## src/rtl/mem_port_arbiter_if.sv

```systemverilog
// Bundle for the CPU port, the DMA/loader port and the shared single-port RAM.
// The arbiter uses the slave view; the requesters and the RAM sit on the master view.
interface mem_port_arbiter_if #(
   parameter int ADDR_W = 9,
   parameter int DATA_W = 16,
   parameter int RAM_AW = 8
);
   logic [1:0]        cpu_cmd;
   logic [ADDR_W-1:0] cpu_addr;
   logic [DATA_W-1:0] cpu_wdata;
   logic [DATA_W-1:0] cpu_rdata;
   logic              cpu_ready;
   logic [1:0]        dma_cmd;
   logic [ADDR_W-1:0] dma_addr;
   logic [DATA_W-1:0] dma_wdata;
   logic [DATA_W-1:0] dma_rdata;
   logic              dma_ready;
   logic [RAM_AW-1:0] ram_addr;
   logic [DATA_W-1:0] ram_wdata;
   logic              ram_write;
   logic [DATA_W-1:0] ram_rdata;
   logic [1:0]        owner;

   modport slave (
      input  cpu_cmd, cpu_addr, cpu_wdata, dma_cmd, dma_addr, dma_wdata, ram_rdata,
      output cpu_rdata, cpu_ready, dma_rdata, dma_ready, ram_addr, ram_wdata, ram_write, owner
   );

   modport master (
      output cpu_cmd, cpu_addr, cpu_wdata, dma_cmd, dma_addr, dma_wdata, ram_rdata,
      input  cpu_rdata, cpu_ready, dma_rdata, dma_ready, ram_addr, ram_wdata, ram_write, owner
   );
endinterface

```

## src/rtl/mem_port_arbiter.sv

```systemverilog
// Round-robin arbiter sharing one synchronous RAM between CPU and DMA ports; ready pulses at
// +1 (out of range), +2 (write), +3 (read) after the sampling IDLE cycle; requests wait while busy.
module mem_port_arbiter #(
   parameter int ADDR_W = 9,
   parameter int DATA_W = 16,
   parameter int RAM_AW = 8
) (
   input logic                clk,
   input logic                reset,
   mem_port_arbiter_if.slave  bus
);
   typedef enum logic [1:0] {S_IDLE, S_ACCESS, S_CAPTURE, S_DONE} state_t;

   localparam logic [1:0] OWN_NONE = 2'b00;
   localparam logic [1:0] OWN_CPU  = 2'b01;
   localparam logic [1:0] OWN_DMA  = 2'b10;
   localparam logic [1:0] CMD_RD   = 2'b01;
   localparam logic [1:0] CMD_WR   = 2'b10;

   state_t              r_state;
   logic [1:0]          r_owner;
   logic                r_last_dma;
   logic                r_is_write;
   logic                r_cpu_ready;
   logic                r_dma_ready;
   logic                r_ram_write;
   logic [DATA_W-1:0]   r_cpu_rdata;
   logic [DATA_W-1:0]   r_dma_rdata;
   logic [DATA_W-1:0]   r_ram_wdata;
   logic [RAM_AW-1:0]   r_ram_addr;

   logic                w_cpu_vld;
   logic                w_dma_vld;
   logic                w_grant_dma;
   logic [1:0]          w_sel_cmd;
   logic [ADDR_W-1:0]   w_sel_addr;
   logic [DATA_W-1:0]   w_sel_wdata;
   logic                w_sel_write;
   logic                w_sel_oor;

   always_comb begin
      w_cpu_vld   = (bus.cpu_cmd == CMD_RD) || (bus.cpu_cmd == CMD_WR);
      w_dma_vld   = (bus.dma_cmd == CMD_RD) || (bus.dma_cmd == CMD_WR);
      // On a tie, the requester that was not served last wins.
      w_grant_dma = w_dma_vld && (!w_cpu_vld || !r_last_dma);
      w_sel_cmd   = w_grant_dma ? bus.dma_cmd   : bus.cpu_cmd;
      w_sel_addr  = w_grant_dma ? bus.dma_addr  : bus.cpu_addr;
      w_sel_wdata = w_grant_dma ? bus.dma_wdata : bus.cpu_wdata;
      w_sel_write = (w_sel_cmd == CMD_WR);
      w_sel_oor   = w_sel_addr[ADDR_W-1];
   end

   always_ff @(posedge clk or negedge reset) begin
      if (!reset) begin
         r_state     <= S_IDLE;
         r_owner     <= OWN_NONE;
         r_last_dma  <= 1'b1;
         r_is_write  <= 1'b0;
         r_cpu_ready <= 1'b0;
         r_dma_ready <= 1'b0;
         r_ram_write <= 1'b0;
         r_cpu_rdata <= '0;
         r_dma_rdata <= '0;
         r_ram_wdata <= '0;
         r_ram_addr  <= '0;
      end else begin
         r_cpu_ready <= 1'b0;
         r_dma_ready <= 1'b0;
         r_ram_write <= 1'b0;
         case (r_state)
            S_IDLE: begin
               if (w_cpu_vld || w_dma_vld) begin
                  r_owner    <= w_grant_dma ? OWN_DMA : OWN_CPU;
                  r_last_dma <= w_grant_dma;
                  r_is_write <= w_sel_write;
                  if (w_sel_oor) begin
                     // Out-of-range: complete at once, reads return zero.
                     if (!w_sel_write) begin
                        if (w_grant_dma) r_dma_rdata <= '0;
                        else             r_cpu_rdata <= '0;
                     end
                     r_cpu_ready <= !w_grant_dma;
                     r_dma_ready <= w_grant_dma;
                     r_state     <= S_DONE;
                  end else begin
                     r_ram_addr  <= w_sel_addr[RAM_AW-1:0];
                     r_ram_wdata <= w_sel_wdata;
                     r_ram_write <= w_sel_write;
                     r_state     <= S_ACCESS;
                  end
               end
            end
            S_ACCESS: begin
               if (r_is_write) begin
                  r_cpu_ready <= (r_owner == OWN_CPU);
                  r_dma_ready <= (r_owner == OWN_DMA);
                  r_state     <= S_DONE;
               end else begin
                  r_state     <= S_CAPTURE;
               end
            end
            S_CAPTURE: begin
               if (r_owner == OWN_DMA) r_dma_rdata <= bus.ram_rdata;
               else                    r_cpu_rdata <= bus.ram_rdata;
               r_cpu_ready <= (r_owner == OWN_CPU);
               r_dma_ready <= (r_owner == OWN_DMA);
               r_state     <= S_DONE;
            end
            S_DONE: begin
               r_owner <= OWN_NONE;
               r_state <= S_IDLE;
            end
            default: r_state <= S_IDLE;
         endcase
      end
   end

   assign bus.cpu_rdata = r_cpu_rdata;
   assign bus.cpu_ready = r_cpu_ready;
   assign bus.dma_rdata = r_dma_rdata;
   assign bus.dma_ready = r_dma_ready;
   assign bus.ram_addr  = r_ram_addr;
   assign bus.ram_wdata = r_ram_wdata;
   assign bus.ram_write = r_ram_write;
   assign bus.owner     = r_owner;
endmodule

```

## src/flat_wrapper.sv

```systemverilog
// flat-port wrapper written by rule: the top's interface ports become plain ports
module mem_port_arbiter_flat 
#(
   parameter int ADDR_W = 9,
   parameter int DATA_W = 16,
   parameter int RAM_AW = 8
)
  (clk, reset, bus_cpu_cmd, bus_cpu_addr, bus_cpu_wdata, bus_dma_cmd, bus_dma_addr, bus_dma_wdata, bus_ram_rdata, bus_cpu_rdata, bus_cpu_ready, bus_dma_rdata, bus_dma_ready, bus_ram_addr, bus_ram_wdata, bus_ram_write, bus_owner);
  mem_port_arbiter_if #(.ADDR_W(ADDR_W), .DATA_W(DATA_W), .RAM_AW(RAM_AW)) bus_i ();
  input logic clk;
  input logic reset;
  input wire logic [$bits(bus_i.cpu_cmd)-1:0] bus_cpu_cmd;
  input wire logic [$bits(bus_i.cpu_addr)-1:0] bus_cpu_addr;
  input wire logic [$bits(bus_i.cpu_wdata)-1:0] bus_cpu_wdata;
  input wire logic [$bits(bus_i.dma_cmd)-1:0] bus_dma_cmd;
  input wire logic [$bits(bus_i.dma_addr)-1:0] bus_dma_addr;
  input wire logic [$bits(bus_i.dma_wdata)-1:0] bus_dma_wdata;
  input wire logic [$bits(bus_i.ram_rdata)-1:0] bus_ram_rdata;
  output wire logic [$bits(bus_i.cpu_rdata)-1:0] bus_cpu_rdata;
  output wire logic [$bits(bus_i.cpu_ready)-1:0] bus_cpu_ready;
  output wire logic [$bits(bus_i.dma_rdata)-1:0] bus_dma_rdata;
  output wire logic [$bits(bus_i.dma_ready)-1:0] bus_dma_ready;
  output wire logic [$bits(bus_i.ram_addr)-1:0] bus_ram_addr;
  output wire logic [$bits(bus_i.ram_wdata)-1:0] bus_ram_wdata;
  output wire logic [$bits(bus_i.ram_write)-1:0] bus_ram_write;
  output wire logic [$bits(bus_i.owner)-1:0] bus_owner;
  assign bus_i.cpu_cmd = bus_cpu_cmd;
  assign bus_i.cpu_addr = bus_cpu_addr;
  assign bus_i.cpu_wdata = bus_cpu_wdata;
  assign bus_i.dma_cmd = bus_dma_cmd;
  assign bus_i.dma_addr = bus_dma_addr;
  assign bus_i.dma_wdata = bus_dma_wdata;
  assign bus_i.ram_rdata = bus_ram_rdata;
  assign bus_cpu_rdata = bus_i.cpu_rdata;
  assign bus_cpu_ready = bus_i.cpu_ready;
  assign bus_dma_rdata = bus_i.dma_rdata;
  assign bus_dma_ready = bus_i.dma_ready;
  assign bus_ram_addr = bus_i.ram_addr;
  assign bus_ram_wdata = bus_i.ram_wdata;
  assign bus_ram_write = bus_i.ram_write;
  assign bus_owner = bus_i.owner;
  mem_port_arbiter #(.ADDR_W(ADDR_W), .DATA_W(DATA_W), .RAM_AW(RAM_AW)) u_core (.clk(clk), .reset(reset), .bus(bus_i));
endmodule
```

## config.mk

```make
export PLATFORM = sky130hd
export DESIGN_NAME = mem_port_arbiter_flat
export DESIGN_NICKNAME = d
export VERILOG_FILES = /design/src/rtl/mem_port_arbiter_if.sv /design/src/rtl/mem_port_arbiter.sv /design/src/flat_wrapper.sv
export SDC_FILE = /design/constraint.sdc
export NUM_CORES = 1
export LEC_CHECK = 0
export CAP_MARGIN = 10
export CORE_MARGIN = 3
export CORE_UTILIZATION = 42
export DETAILED_ROUTE_END_ITERATION = 10
export GPL_TIMING_DRIVEN = 0
export PLACE_DENSITY = 0.85
export SLEW_MARGIN = 10
export SYNTH_ARGS = -nofsm -noshare
export SYNTH_HDL_FRONTEND = slang
export SYNTH_SLANG_ARGS = --single-unit
export TNS_END_PERCENT = 1
```

## constraint.sdc

```tcl
create_clock -name clk -period 2.85 [get_ports clk]
set_clock_uncertainty 0.2 [all_clocks]
set_input_delay 0.285 -clock clk [delete_from_list [all_inputs] [get_ports clk]]
set_output_delay 0.285 -clock clk [all_outputs]
set_load 0.02 [all_outputs]
```

# Word-level counts from Yosys, hierarchy flattened
# Index checks and enable logic that the tools add are counted.
# op_classes
muxes	33
n_eq_ne	17
n_bitwise	1
n_reduce_logical	16
# ops
operator	n
16-bit two-way mux	11
16-bit one-hot mux with 2 select lines	2
2-bit equality test, second input constant	6
6-bit AND reduction	2
1-bit two-way mux	10
2-bit two-way mux	5
9-bit two-way mux	1
2-bit by 1-bit equality test with 1-bit output, second input constant	4
2-bit by 1-bit != test with 1-bit output, second input constant	4
2-bit one-hot mux with 4 select lines	1
2-bit != test, second input constant	3
1-bit one-hot mux with 3 select lines	2
1-bit logical OR	4
2-bit one-hot mux with 2 select lines	1
2-bit AND reduction	2
2-bit nonzero test	2
1-bit zero test	3
3-bit AND reduction	1
2-bit zero test	1
1-bit logical AND	1
1-bit inverter	1
# totals
out_inout_bits	61
regBits	65

# Depth between registers and ports, before layout
# Gate-level depths: netlist (run 1).
# logic_depth
ltp_word	11
ltp_mapped	9

# Worst setup path before layout (run 1)
# No wires, ideal clock.
# synth_timing
path_type	register -> register
startpoint	register u_core.r_state[0]
endpoint	register u_core.r_dma_rdata[10], in the netlist u_core.bus.dma_rdata[10]
n_path_buf	2
t_arrival_ns	1.784
setup_slack_ns	0.744
path_stages_with_launch	9
path_cell_list	dfrtp_1 > inv_1 > ha_1 > buf_2 > inv_1 > a2bb2oi_4 > o211ai_4 > buf_6 > a32o_1
# synth_between
elab_chain_len	3
# synth_lines
element	line	rtl
start, declared	mem_port_arbiter.sv:20	state_t r_state;
start signal, assigned	mem_port_arbiter.sv:55	r_state <= S_IDLE;
start signal, assigned	mem_port_arbiter.sv:84	r_state <= S_DONE;
start signal, assigned	mem_port_arbiter.sv:89	r_state <= S_ACCESS;
2-bit equality test / 2-bit zero test (equally long branches)	mem_port_arbiter.sv:70	case (r_state)
2-bit by 1-bit != test with 1-bit output (no line) (tied with other cells)	n/a	
6-bit AND reduction (no line)	n/a	
end signal, assigned	mem_port_arbiter.sv:103	if (r_owner == OWN_DMA) r_dma_rdata <= bus.ram_rdata;
end, declared	mem_port_arbiter.sv:28	logic [DATA_W-1:0] r_dma_rdata;
# Several ways; a longest one is shown, not always the timed one.
# A chain may end at the register's enable or synchronous reset.

# Worst setup path in the final report (run 1)
# layout_timing
startpoint	register u_core.r_state[0]
endpoint	register u_core.r_dma_rdata[8], in the netlist u_core.bus.dma_rdata[8]
# The elaborated chain is that of the path after synthesis.

==> results.toml, run 1 <==
[setup_path]
r2r_setup_slack_ns = 0.48
endpoint = "u_core.bus.dma_rdata[8]$_DFFE_PN0P_"
arrival_ns = 2.38
rr_endpoint = "u_core.bus.dma_rdata[8]$_DFFE_PN0P_"
cp_max_fo = 10
path_class = "reg2reg"
crit_required_ns = 2.87
crit_path_start_kind = "flip-flop"
startpoint = "u_core.r_state[0]$_DFFE_PN0P_"
worstReg2RegStart = "u_core.r_state[0]$_DFFE_PN0P_"
reg2reg_depth = 8
worstSetupEndpointType = "flip-flop"

[timing]
finalCritPeriodShare = 0.8303
rsz0062_at_grt = "false"
hold_viol_final = 0
worst_pin_slew_ns = 0.7963
min_period_ns = 2.366
maxSlewViolCount = 0
maxSlewHeadroom = 0.4692
setup_viol = 0
fmaxAchievable_mhz = 422.6

[routing]
post_drt_via_cell_ratio = 5.287
wl_per_cell_um = 16.28
drt_iter0_drc = 142
drtPass1Iterations = 5
drc = 0
drtAntennaViolNets = 0
dr_total_vias = 2601
drt_wl_total_um = 8010

[floorplanning]
die_area_um2 = 8327
die_w_um = 91.26
std_cell_rows = 30
die_h_um = 91.26
io-pin-count = 133
initial_core_util = 0.4420
core_um2 = 6907

[grt]
grt_overflow = 0
first_global_vias = 2702
grt_max_degree = 66
antenna_found_initial = 0
grt_pass1_wl_um = 13230
grt_util_all_layers = 0.1956

[run_status]
status = "finished clean"

[clock_tree]
cts_tree = "built"
cts.sinks = 65
clockRootBuffer = "clkbuf_8"
cts_resized = 0
cts_buffer_depth = 2
h-tree-depth = 3
cts_buffers = 9
clk_pin_slew_ns = 0.07
clock_latency_ns = 0.33

[cells_and_area]
final_nets = 468
area_delta_synth_final_pct = 54.63
drive_gt1_frac = 0.1212
nFillCells = 536
antenna_cells = 0
fin_util = 0.6835

[synthesis]
synth-edff-count = 0
syn_area_um2 = 3053
seq_area_frac_synth = 0.5332
async_flop_share = 1.000
post_synth_inst_count = 247
syn-num-nets = 324
synth-main-ff-cell = "dfrtp_1"
avgSynthCellArea_um2 = 12.36
yosysUniqueCellTypes = 37
yosys_warnings = 0
synth_seq_cells = 65

[power]
p_leak_uw = 0.001970
total_power_uw = 5455
vdd_drop_max_v = 0.0004905
power.density_nw_per_um2 = 1156

[placed_design]
place.gp.congestion = 0.8156
dp_hpwl_um = 6026
io_buffers = 132

[run]
maxCapViolations = 0

[worst_hold_path]
whs_path_depth = 1
hold_class = "reg2reg"
Yosys cell counts (2+ instances only):
cell,instances,area (um^2)
dfrtp_1,64,1602
a32o_1,32,320.3
a21oi_1,28,140.1
nor2_1,26,97.59
mux2i_1,25,250.2
buf_2,8,40.04
inv_1,6,22.52
o21ai_0,6,30.03
buf_6,5,56.30
ha_1,5,62.56
nand2_1,5,18.77
buf_4,3,22.52
a2bb2oi_4,2,52.55
and3b_1,2,17.52
nand2b_1,2,12.51
nand3_1,2,10.01
o211ai_4,2,42.54
o21ai_1,2,10.01
o31ai_1,2,15.01
xnor2_1,2,17.52
xor2_2,2,32.53
per-layer routing:
layer,part of all wire,up-vias,global-route usage
li1,-,1213,-
met1,0.41,1267,0.2447
met2,0.50,112,0.3274
met3,0.081,9,0.05468
met4,0.014,0,0.06281
met5,0,-,0
stage by stage:
step / worst slack [ns] / hold WS, ns / TNS [ns] / cell area [um^2] / std cells
final: 0.4837 / 0.2902 / 0 / 4721 / 492
after CTS: 0.4937 / 0.2966 / 0 / 4721 / 492
after global placement: -0.7266 / 0.2736 / -46.27 / 4494 / 475
after floorplan: 0.7444 / -0.2106 / 0 / 3053 / 247
after detailed placement: 0.1976 / 0.2253 / 0 / 4492 / 475
after global routing: 0.3716 / 0.3075 / 0 / 4721 / 492
cell families after synthesis:
family	after synthesis	share of synthesized area
buffers and inverters	23	0.04754
AND/OR/NAND/NOR	41	0.06107
AO/OA/AOI/OAI	84	0.2393
flip-flops	65	0.5332
adder cells (fa/ha/maj)	5	0.02049
multiplexers	25	0.08197
XOR/XNOR	4	0.01639
power breakdown:
part / leakage [uW] / switching [uW] / internal [uW]
Sequential: 0.000783 / 253 / 1360
Clock: 0.000109 / 357 / 492
Combinational: 0.00108 / 1550 / 1440
worst min-delay path by stage:
stage / from / to / slack (ns)
5_1_grt: u_core.bus.dma_rdata[11]$_DFFE_PN0P_ / u_core.bus.dma_rdata[11]$_DFFE_PN0P_ / 0.31
2_1_floorplan: reset / u_core.bus.cpu_rdata[0]$_DFFE_PN0P_ / -0.21
3_3_place_gp: u_core.bus.cpu_rdata[1]$_DFFE_PN0P_ / u_core.bus.cpu_rdata[1]$_DFFE_PN0P_ / 0.27
4_1_cts: u_core.bus.cpu_rdata[1]$_DFFE_PN0P_ / u_core.bus.cpu_rdata[1]$_DFFE_PN0P_ / 0.30
6_report: u_core.bus.dma_rdata[11]$_DFFE_PN0P_ / u_core.bus.dma_rdata[11]$_DFFE_PN0P_ / 0.29
3_5_place_dp: reset / u_core.bus.cpu_rdata[15]$_DFFE_PN0P_ / 0.23
worst max-delay path: stages, from the launching register on:
cell       delay [ns]
dfrtp_1          0.38
inv_1            0.11
ha_1             0.21
buf_2            0.18
inv_1            0.31
a2bb2oi_4        0.31
o211ai_4         0.16
buf_6            0.18
a32o_1           0.21
final cells by class:
cell class	count	area (um^2)	share of cell area
clock buffers	9	123.9	0.02624
clock inverters	7	95.09	0.02014
repair buffers	133	1329	0.2815
well taps	96	120.1	0.02544
plain buffers	17	122.6	0.02597
flip-flops and latches	65	1628	0.3448
inverters	6	22.52	0.004771
multi-input cells	159	1280	0.2711
registers in the layout, summed over array words and instances, names as in the netlist:
name,flops
u_core.bus.cpu_ready,1
u_core.r_last_dma,1
u_core.bus.dma_rdata,16
u_core.bus.ram_write,1
u_core.bus.ram_addr,8
u_core.bus.dma_ready,1
u_core.r_state,2
u_core.bus.ram_wdata,16
u_core.r_is_write,1
u_core.bus.owner,2
u_core.bus.cpu_rdata,16
what timing repair did:
action / CTS / global route
hold buffers: 1 / 0
setup buffers: 0 / 0
hold endpoints to repair: 64 / 0
cell usage in the layout, fill, tap and decap left out, drive strengths merged, types with 3 or more instances in the layout:
cell type	synthesis	routed
a21oi	29	29
a2bb2oi	3	3
a32o	32	32
buf	16	17
clkbuf	1	10
clkdlybuf4s50	0	131
clkinv	0	4
dfrtp	64	64
ha	5	5
inv	6	6
mux2i	25	25
nand2	5	5
nor2	26	26
o211ai	4	4
o21ai	9	9
Power figures use the tool's default switching activity.
==> run 2, diff against run 1 <==
Clock period 2.85 ns to 2.2 ns, I/O delays scaled along.
==> run 2 against run 1 <==
Effect of this change: design area up 1.4%; setup slack worse by 0.41 ns; die area unchanged; non-clock buffer count up 1; via count up 0.54%; first-iteration DRC count down 17%; global-route usage up 0.23 points; sequential power up 30%; utilization up 0.94 points.
==> results.toml, run 2 (synthesis gave the netlist of run 1 again) <==
[routing]
dr_total_vias = 2615
drt_wl_total_um = 8111
drt_iter0_drc = 118
drtPass1Iterations = 4
wl_per_cell_um = 16.45
drc = 0
drtAntennaViolNets = 0
post_drt_via_cell_ratio = 5.304

[timing]
rsz0062_at_grt = "true"
timing.hold.ws_ns = 0.2925
tns_ns = 0
maxSlewHeadroom = 0.4745
finalCritPeriodShare = 0.9646
worst_pin_slew_ns = 0.7883
setup_viol = 0
fmaxAchievable_mhz = 471.2
min_period_ns = 2.122
maxSlewViolCount = 0
hold_viol_final = 0

[power]
vdd_drop_max_v = 0.0006427
p_leak_uw = 0.001988
power.density_nw_per_um2 = 1497
total_power_uw = 7163

[cells_and_area]
area_delta_synth_final_pct = 56.76
drive_gt1_frac = 0.1486
fin_cells = 493
antenna_cells = 0
final_nets = 469
mostFrequentLayoutCell = "clkdlybuf4s50_1"
final_area_um2 = 4786
layout_common_cells = "131 x clkdlybuf4s50_1, 64 x dfrtp_1, 32 x a32o_1, 27 x a21oi_1, 26 x nor2_1"

[worst_hold_path]
hold_class = "reg2reg"
min_to = "u_core.bus.cpu_rdata[14]$_DFFE_PN0P_"
hp-start = "u_core.bus.cpu_rdata[14]$_DFFE_PN0P_"
whs_path_depth = 1

[floorplanning]
die_h_um = 91.26
die_area_um2 = 8327
std_cell_rows = 30
initial_core_util = 0.4420
io-pin-count = 133
core_um2 = 6907
die_w_um = 91.26

[setup_path]
crit_path_start_kind = "flip-flop"
worstReg2RegStart = "u_core.r_state[0]$_DFFE_PN0P_"
arrival_ns = 2.13
worstSetupEndpointType = "flip-flop"
path_class = "reg2reg"
rr_endpoint = "u_core.bus.dma_rdata[8]$_DFFE_PN0P_"
crit_required_ns = 2.21
cp_max_fo = 10
reg2reg_depth = 8
r2r_setup_slack_ns = 0.08

[clock_tree]
cts_buffer_depth = 2
h-tree-depth = 3
clock_latency_ns = 0.33
cts_tree = "built"
cts.sinks = 65
clk_pin_slew_ns = 0.08
clockRootBuffer = "clkbuf_8"
cts_buffers = 9

[run_status]
status = "finished clean"

[placed_design]
io_buffers = 132
placed_area_um2 = 4492
dp_hpwl_um = 6026
place_inst = 475
place.gp.congestion = 0.8156

[grt]
grt_max_degree = 66
grt_util_all_layers = 0.1979
grt_pass1_wl_um = 13370
grt_overflow = 0
antenna_found_initial = 0
first_global_vias = 2721

[run]
maxCapViolations = 0
[run 2: cell types whose count changed in the layout (fill, tap and decap cells not counted), sizes merged]
cell / delta
buf: -1
clkbuf: +2
clkinvlp: +1
inv: -1
[run 2: power by group]
group	internal, uW	switching, uW
clock network	637	463
logic	1920	2040
registers	1760	331
[run 2: what timing repair did]
item,in CTS,in global routing
hold endpoints to repair,64,0
gates resized for setup,6,11
gates cloned,0,0
hold buffers,1,0
pin swaps,1,0
setup buffers,0,1
setup endpoints to repair,33,49
[run 2: per-stage QoR]
step,utilization,setup WS (ns)
after floorplan,-,0.09441
after global placement,0.6507,-1.312
after detailed placement,0.6504,-0.3874
after CTS,0.6875,-0.006416
after global routing,0.6929,-0.04368
final,0.6929,0.07793
[run 2: final cells by class]
type / count / area [um^2]
tap: 96 / 120.1
buffer: 17 / 137.6
sequential: 65 / 1628
clock buffer: 9 / 123.9
multi-input combinational: 159 / 1319
clock inverter: 7 / 95.09
inverter: 6 / 26.28
fill: 531 / 2121
timing repair buffer: 134 / 1336
[run 2: worst max-delay path by stage]
stage	startpoint	to	slack (ns)	cells after the start
after floorplan	u_core.r_state[0]$_DFFE_PN0P_	u_core.bus.dma_rdata[10]$_DFFE_PN0P_	0.09	8
after detailed placement	bus_dma_cmd[0]	u_core.bus.cpu_rdata[13]$_DFFE_PN0P_	-0.39	7
after global routing	bus_cpu_cmd[0]	u_core.bus.ram_addr[4]$_DFFE_PN0P_	-0.04	8
after global placement	reset	u_core.bus.ram_wdata[9]$_DFFE_PN0P_	-1.31	1
final	u_core.r_state[0]$_DFFE_PN0P_	u_core.bus.dma_rdata[8]$_DFFE_PN0P_	0.08	8
after CTS	u_core.r_state[0]$_DFFE_PN0P_	u_core.bus.dma_rdata[8]$_DFFE_PN0P_	-0.006	8
[run 2: worst max-delay path, cell delays in order (launching register included)]
cell,delay [ns]
dfrtp_1,0.39
inv_2,0.08
ha_2,0.19
buf_6,0.14
clkinvlp_4,0.18
a2bb2oi_4,0.27
o211ai_4,0.16
buf_6,0.18
a32o_1,0.21
[run 2: metal layers]
metal  global-route usage  part of all wire  wire, um
met5                    0                 0         0
met1               0.2469              0.42      3408
met4              0.06281             0.013       109
met3              0.05468             0.077       626
met2               0.3329              0.49      3967
